$ cat src/rtl/simon32_64_keysched_if.sv
// Handshake bundle for the Simon32/64 key scheduler: master key in, round keys out.
// The slave modport is the scheduler's view of the bundle; the master modport is the view of whatever drives and consumes it.
interface simon32_64_keysched_if;
    logic [63:0] key;
    logic        key_valid;
    logic        key_ready;
    logic [15:0] rk;
    logic        rk_valid;
    logic        rk_ready;
    logic [4:0]  rk_index;
    logic        rk_last;

    modport slave (
        input  key, key_valid, rk_ready,
        output key_ready, rk, rk_valid, rk_index, rk_last
    );

    modport master (
        output key, key_valid, rk_ready,
        input  key_ready, rk, rk_valid, rk_index, rk_last
    );
endinterface

$ cat src/rtl/simon32_64_keysched.sv
// Simon32/64 key schedule: streams the 32 round keys of a loaded 64-bit master key,
// one per rk handshake, using a 4-word sliding window and the z0 constant sequence.
//
// state | meaning
// ------+-------------------------------------------------------------
// IDLE  | waiting for a master key; key_ready high, no round key shown
// RUN   | presenting k[cnt] = w0; advances on each rk_ready
module simon32_64_keysched #(
    parameter int NumRounds = 32
) (
    input  logic                        clk,
    input  logic                        reset,
    simon32_64_keysched_if.slave        bus
);
    // z0 elements 0..31, element 0 leftmost; only 0..27 ever reach an emitted key
    localparam logic [0:31] Z0      = 32'b11111010001001010110000111001101;
    localparam logic [4:0]  LastIdx = 5'(NumRounds - 1);

    typedef enum logic {IDLE, RUN} state_t;

    state_t             state_q, state_d;
    logic [3:0][15:0]   w_q, w_d;
    logic [4:0]         cnt_q, cnt_d;
    logic [15:0]        t;
    logic [15:0]        knew;
    logic               run;

    always_ff @(posedge clk or posedge reset) begin
        if (reset) begin
            state_q <= IDLE;
            w_q     <= '0;
            cnt_q   <= '0;
        end else begin
            state_q <= state_d;
            w_q     <= w_d;
            cnt_q   <= cnt_d;
        end
    end

    always_comb begin
        state_d = state_q;
        w_d     = w_q;
        cnt_d   = cnt_q;
        t       = {w_q[3][2:0], w_q[3][15:3]} ^ w_q[1];
        knew    = 16'hFFFC ^ {15'd0, Z0[cnt_q]} ^ w_q[0] ^ t ^ {t[0], t[15:1]};
        case (state_q)
            IDLE: begin
                if (bus.key_valid) begin
                    state_d = RUN;
                    w_d     = bus.key;
                    cnt_d   = '0;
                end
            end
            RUN: begin
                // keys past k31 are still generated on the last advance but never shown
                if (bus.rk_ready) begin
                    w_d   = {knew, w_q[3:1]};
                    cnt_d = cnt_q + 5'd1;
                    if (cnt_q == LastIdx) begin
                        state_d = IDLE;
                    end
                end
            end
            default: state_d = IDLE;
        endcase
    end

    assign run           = (state_q == RUN);
    assign bus.key_ready = (state_q == IDLE);
    assign bus.rk_valid  = run;
    assign bus.rk        = run ? w_q[0] : '0;
    assign bus.rk_index  = run ? cnt_q : '0;
    assign bus.rk_last   = run && (cnt_q == LastIdx);
endmodule
$ cat src/flat_wrapper.sv
// flat-port wrapper written by rule: the top's interface ports become plain ports
module simon32_64_keysched_flat 
#(
    parameter int NumRounds = 32
)
  (clk, reset, bus_key, bus_key_valid, bus_rk_ready, bus_key_ready, bus_rk, bus_rk_valid, bus_rk_index, bus_rk_last);
  simon32_64_keysched_if bus_i ();
  input  logic clk;
  input  logic reset;
  input wire logic [$bits(bus_i.key)-1:0] bus_key;
  input wire logic [$bits(bus_i.key_valid)-1:0] bus_key_valid;
  input wire logic [$bits(bus_i.rk_ready)-1:0] bus_rk_ready;
  output wire logic [$bits(bus_i.key_ready)-1:0] bus_key_ready;
  output wire logic [$bits(bus_i.rk)-1:0] bus_rk;
  output wire logic [$bits(bus_i.rk_valid)-1:0] bus_rk_valid;
  output wire logic [$bits(bus_i.rk_index)-1:0] bus_rk_index;
  output wire logic [$bits(bus_i.rk_last)-1:0] bus_rk_last;
  assign bus_i.key = bus_key;
  assign bus_i.key_valid = bus_key_valid;
  assign bus_i.rk_ready = bus_rk_ready;
  assign bus_key_ready = bus_i.key_ready;
  assign bus_rk = bus_i.rk;
  assign bus_rk_valid = bus_i.rk_valid;
  assign bus_rk_index = bus_i.rk_index;
  assign bus_rk_last = bus_i.rk_last;
  simon32_64_keysched #(.NumRounds(NumRounds)) u_core (.clk(clk), .reset(reset), .bus(bus_i));
endmodule
$ cat config.mk
export PLATFORM = sky130hd
export DESIGN_NAME = simon32_64_keysched_flat
export DESIGN_NICKNAME = d
export VERILOG_FILES = /design/src/rtl/simon32_64_keysched_if.sv /design/src/rtl/simon32_64_keysched.sv /design/src/flat_wrapper.sv
export SDC_FILE = /design/constraint.sdc
export NUM_CORES = 1
export LEC_CHECK = 0
export ABC_AREA = 1
export BUFFER_PORTS_ARGS = -buffer_cell sky130_fd_sc_hd__buf_2
export CAP_MARGIN = 20
export CORE_MARGIN = 10
export CORE_UTILIZATION = 50
export CTS_BUF_LIST = sky130_fd_sc_hd__clkbuf_4 sky130_fd_sc_hd__clkbuf_8 sky130_fd_sc_hd__clkbuf_16
export CTS_CLUSTER_SIZE = 14
export DETAILED_ROUTE_END_ITERATION = 10
export HOLD_SLACK_MARGIN = 0.12
export PLACE_DENSITY = 0.83
export REMOVE_ABC_BUFFERS = 1
export SYNTH_ARGS = -nofsm -noshare
export SYNTH_HDL_FRONTEND = slang
export SYNTH_SLANG_ARGS = --single-unit
$ cat constraint.sdc
create_clock -name clk -period 1.9 [get_ports clk]
set_clock_uncertainty 0.1 [all_clocks]
set_input_delay 0.19 -clock clk [delete_from_list [all_inputs] [get_ports clk]]
set_output_delay 0.19 -clock clk [all_outputs]
set_load 0.005 [all_outputs]
# Word-level counts from Yosys, hierarchy flattened
# Memory sizes are Yosys's and may differ from the RTL's.
# Cells that the tools add are included.
[totals] ff_bits=70 romBits=32 inputBits=68 out_inout_bits=24 elab_cells=34 n_memories=1
[classes] n_addsub=1 order_cmp=1 eq_ne=3 muxes=14 n_bitwise=6 reduce_logical=2
[memory_table] name="(name not given)" words=32 word_bits=1 read_ports=1 rd_ports_with_merged_regs=0 write_ports=0 line="simon32_64_keysched.sv:45" text="knew = 16'hFFFC ^ {15'd0, Z0[cnt_q]} ^ w_q[0] ^ t ^ {t[0], t[15:1]};"
[op_table] operator="$mux W64" count=2
[op_table] operator="$pmux W64 S2" count=1
[op_table] operator="$xor A16 B16 Y16" count=4
[op_table] operator="$mux W16" count=1
[op_table] operator="$mux W5" count=3
[op_table] operator="$pmux W5 S2" count=1
[op_table] operator="$ge A6 B6 Y1 const B" count=1
[op_table] operator="$not A5 Y6" count=1
[op_table] operator="$add A5 B1 Y5 const B" count=1
[op_table] operator="$eq A5 B5 Y1 const B" count=1
[op_table] operator="$mux W1" count=5
[op_table] operator="$ne A2 B2 Y1 const B" count=2
[op_table] operator="$pmux W1 S2" count=1
[op_table] operator="$reduce_and A2 Y1" count=1
[op_table] operator="$logic_and A1 B1 Y1" count=1
[op_table] operator="$not A1 Y1" count=1

# Logic depth before layout (Yosys ltp)
[logic_depth] word_depth=9 ltp_mapped=12

# Worst setup path before layout
# OpenSTA, ideal clock, no wires.
[synth_timing] kind="reg2reg" start="register u_core.cnt_q[0]" end="register u_core.w_q[48] in the netlist's numbering" setup_ps=116 arrival_time_ps=1283 required_ps=1684 path_slack_ps=401 stages_incl_launch_ff=13 period_less_slack_ps=1499 cell_sequence="dfrtp_1 > inv_1 > ha_1 > inv_1 > nand2_1 > nand3_1 > nand2_1 > nand2_1 > nand2_1 > nand2_1 > nand3_1 > nand2_1 > nand2_1"
[synth_between] elab_chain_len=9
[synth_lines] item="from (decl)" line="simon32_64_keysched.sv:23" text="logic [4:0] cnt_q, cnt_d;"
[synth_lines] item="from (signal assigned)" line="simon32_64_keysched.sv:36" text="cnt_q <= cnt_d;"
[synth_lines] item="$not A5 Y6 (not written as such)" line="simon32_64_keysched.sv:45"
[synth_lines] item="$mem_v2 Z32 W1"
[synth_lines] item="$mux W1 (not written as such) (2 in a row)" line="simon32_64_keysched.sv:45"
[synth_lines] item="$xor A16 B16 Y16 (3 in a row)" line="simon32_64_keysched.sv:45"
[synth_lines] item="$mux W64" line="simon32_64_keysched.sv:56" text="if (bus.rk_ready) begin"
[synth_lines] item="$pmux W64 S2" line="simon32_64_keysched.sv:46" text="case (state_q)"
[synth_lines] item="to (signal assigned)" line="simon32_64_keysched.sv:35" text="w_q <= w_d;"
[synth_lines] item="to (decl)" line="simon32_64_keysched.sv:22" text="logic [3:0][15:0] w_q, w_d;"
# No other way between the ends. The select of a mux whose other input is x is not followed.
# A chain may end at the register's enable or synchronous reset.

# Final worst setup path
[layout_timing] start="register u_core.cnt_q[0]" end="output port bus_rk_last"
[layout_between] elab_chain_len=2
[layout_lines] item="$eq A5 B5 Y1" line="simon32_64_keysched.sv:73" text="assign bus.rk_last = run && (cnt_q == LastIdx);"
[layout_lines] item="$logic_and A1 B1 Y1" line="simon32_64_keysched.sv:73"
[layout_lines] item="to (decl)" line="flat_wrapper.sv:17" text="output wire logic [$bits(bus_i.rk_last)-1:0] bus_rk_last;"
# No other way between the ends.

==> results.cfg <==
[clock_network]
clk_latency_ns = 0.34
h-tree-depth = 3
cts_sinks = 70
clockBufferDepth = 2
cts_buffers = 9
path_clk_slew_ns = 0.08
cts_tree = yes
clock-root-buffer = clkbuf_8

[power]
switching_share_pct = 42.3
comb_power_share_pct = 47.5
p_clk_share_pct = 17.9
powerDensity_mw_per_mm2 = 1260
p_leak_uw = 0.00326
seq_power_share_pct = 34.6
p_int_uw = 4230
ir_drop_v = 0.000696
power_switching_uw = 3100

[synth]
synth.area.top_cells = dfrtp_1 (39%), nand2_1 (16%), o211ai_2 (8.4%), o21ai_1 (7.8%), inv_1 (7.4%)
synth_edf_count = 0
synthFlopType = dfrtp_1
yosysTopAreaCell = dfrtp_1
netlist_instances = 609
ys_async_sr_fraction_pct = 100
synth_commonest_cells = nand2_1 (186), inv_1 (88), dfrtp_1 (70), o21ai_1 (70), nor2_1 (46)
avgSynthCellArea_um2 = 7.37
synth_area_mm2 = 0.00449
synth-seq-area-share_pct = 39.0
ys_types = 26
ys_ff_latch = 70
synth_top_area_share_pct = 39.0
yosysMostFrequentCell = nand2_1
ys_warn_count = 0

[floorplanning]
initial_core_util_pct = 51.4
io_pins = 92
num_rows = 34
die_width_um = 115
coreArea_mm2 = 0.00872
fp.dieH_um = 115
die-area_mm2 = 0.0132

[detailed_routing]
routed_wl_mm = 12.2
first_pass_iters = 4
wl_per_cell_um = 14.1
ant_nets = 0
first_iter_violations = 221
drcViolationCount = 0
via_per_inst = 5.08
routed-via-count = 4368

[worst_setup_path]
path_class = register to output pin
worstSetupStartpointType = register
critPathRequiredTime_ns = 1.61
crit_arrival_ns = 1.57
crit_fanout = 5
cp-end-kind = output pin

[final_layout]
layout.nets = 819
diodes = 0
layout-drive-gt1-share_pct = 21.3
area_growth_pct = 29.5
layout.cells.non_filler = 860
finalCoreUtilization_pct = 66.6

[placement]
place.gp.congestion = 0.862
port_buffers = 91
dp_hpwl_mm = 8.24
dp_cells = 784

[sta]
maxSlewViolCount = 0
finalSetupViolCount = 0
clock.fmax_ghz = 0.538
whs_ns = 0.136
tightestPinTransition_ns = 0.383
fin_crit_sh_pct = 97.9
hold_violations = 0
relSlewSlack_pct = 74.5
rsz0062_at_grt = true
fin_setup_tns_ns = 0
post-route-min-period_ns = 1.86

[run_status]
status = finished, final reports clean

[global_route]
grt_pass1_vias = 4342
grt_max_degree = 72
gr-total-overflow = 0
grt_use_total_pct = 18.3
grt_pass1_wl_mm = 20.1
antenna_found_initial = 0

[job]
max-cap-violations = 0

[hold_path]
holdCritPathClass = primary input to register
==> power groups by stage <==
| stage | combinational [uW] | sequential (uW) | clock [uW] |
|---|---|---|---|
| 6_report | 3480 | 2540 | 1310 |
| 5_1_grt | 4050 | 2610 | 1390 |
| 4_1_cts | 3440 | 2530 | 1320 |
| 3_5_place_dp | 3320 | 2560 | 0 |
| 3_3_place_gp | 3180 | 2520 | 0 |
| 2_1_floorplan | 2510 | 2450 | 0 |
==> path summary, 6_finish.rpt <==
| check | start | to | slack [ns] | cells past startpoint |
|---|---|---|---|---|
| max | u_core.cnt_q[0] | bus_rk_last | 0.04 | 7 |
| min | bus_key[51] | u_core.w_q[51] | 0.14 | 5 |
| max reg2reg | u_core.bus.rk_valid | u_core.w_q[16] | 0.25 | 6 |
| min reg2reg | u_core.w_q[43] | u_core.w_q[43] | 0.42 | 2 |
| max in group asynchronous | reset | u_core.bus.rk_valid | 0.96 | 4 |
| min in group asynchronous | reset | u_core.w_q[40] | 0.42 | 4 |
==> worst max-delay path, cell delays in order (launching register included) <==
cell     delay [ns]
dfrtp_1        0.41
ha_2           0.22
nand2_2        0.08
nor2_2         0.13
ha_2           0.19
nand2_1        0.05
inv_1          0.05
buf_2          0.10
==> layer usage <==
| layer | GRT usage, % | wire length [um] |
|---|---|---|
| met1 | 22.9 | 5220 |
| met2 | 30.0 | 5820 |
| met3 | 4.79 | 899 |
| met4 | 6.11 | 224 |
| met5 | 0 | 0 |
==> layout by cell type, fill, tap and decap left out <==
master / count
a21oi_1: 3
a31oi_1: 4
buf_12: 4
buf_2: 91
buf_4: 4
bufinv_16: 1
clkbuf_8: 13
clkinv_1: 1
clkinv_2: 2
dfrtp_1: 69
dfrtp_4: 1
dlygate4sd3_1: 58
ha_1: 2
ha_2: 2
inv_1: 87
inv_2: 6
inv_4: 1
nand2_1: 185
nand2_2: 1
nand2_4: 2
nand2_8: 1
nand3_1: 26
nand4_1: 2
nor2_1: 45
nor2_2: 1
o211ai_1: 16
o211ai_2: 30
o21ai_0: 2
o21ai_1: 70
o22ai_1: 3
xnor2_1: 5
xor2_1: 14
==> timing repair <==
| action | CTS | global route |
|---|---|---|
| buffers inserted | 0 | 2 |
| setup endpoints to repair | 0 | 3 |
| gates resized for setup | 0 | 4 |
| hold buffers | 58 | 0 |
| endpoints found under the hold margin | 128 | 0 |
==> sequential cells by signal, summed over array words and instances, names as in the netlist <==
name,cells
u_core.cnt_q,5
u_core.bus.rk_valid,1
u_core.w_q,64
==> layout make-up <==
type                            count  area, um2
Fill cell                         711       2910
Sequential cell                    70       1760
Tap cell                          108        135
Clock buffer                       13        179
Inverter                           95        359
Clock inverter                      3       40.0
Timing Repair Buffer              157       1150
Multi-Input combinational cell    414       2200
==> kinds of logic (layout without fill, tap and decap cells) <==
| kind of cell | Yosys count | in the layout | synth area share (%) |
|---|---|---|---|
| flops | 70 | 70 | 39.0 |
| compound gates | 128 | 128 | 20.4 |
| fa+ha+maj | 4 | 4 | 1.12 |
| simple gates | 263 | 263 | 23.5 |
| xor+xnor | 19 | 19 | 3.71 |
| buf+inv | 125 | 268 | 12.2 |
==> metrics by stage <==
stage	setup slack (ns)	total power [uW]	instance area, um2
after floorplan	-2.33	4960	4300
after global placement	0.312	5710	4990
after detailed placement	0.272	5880	4990
after CTS	0.0193	7300	5790
after global routing	-0.0766	8040	5810
final	0.0401	7330	5810
Note: power is estimated with default switching activity, not from simulation.
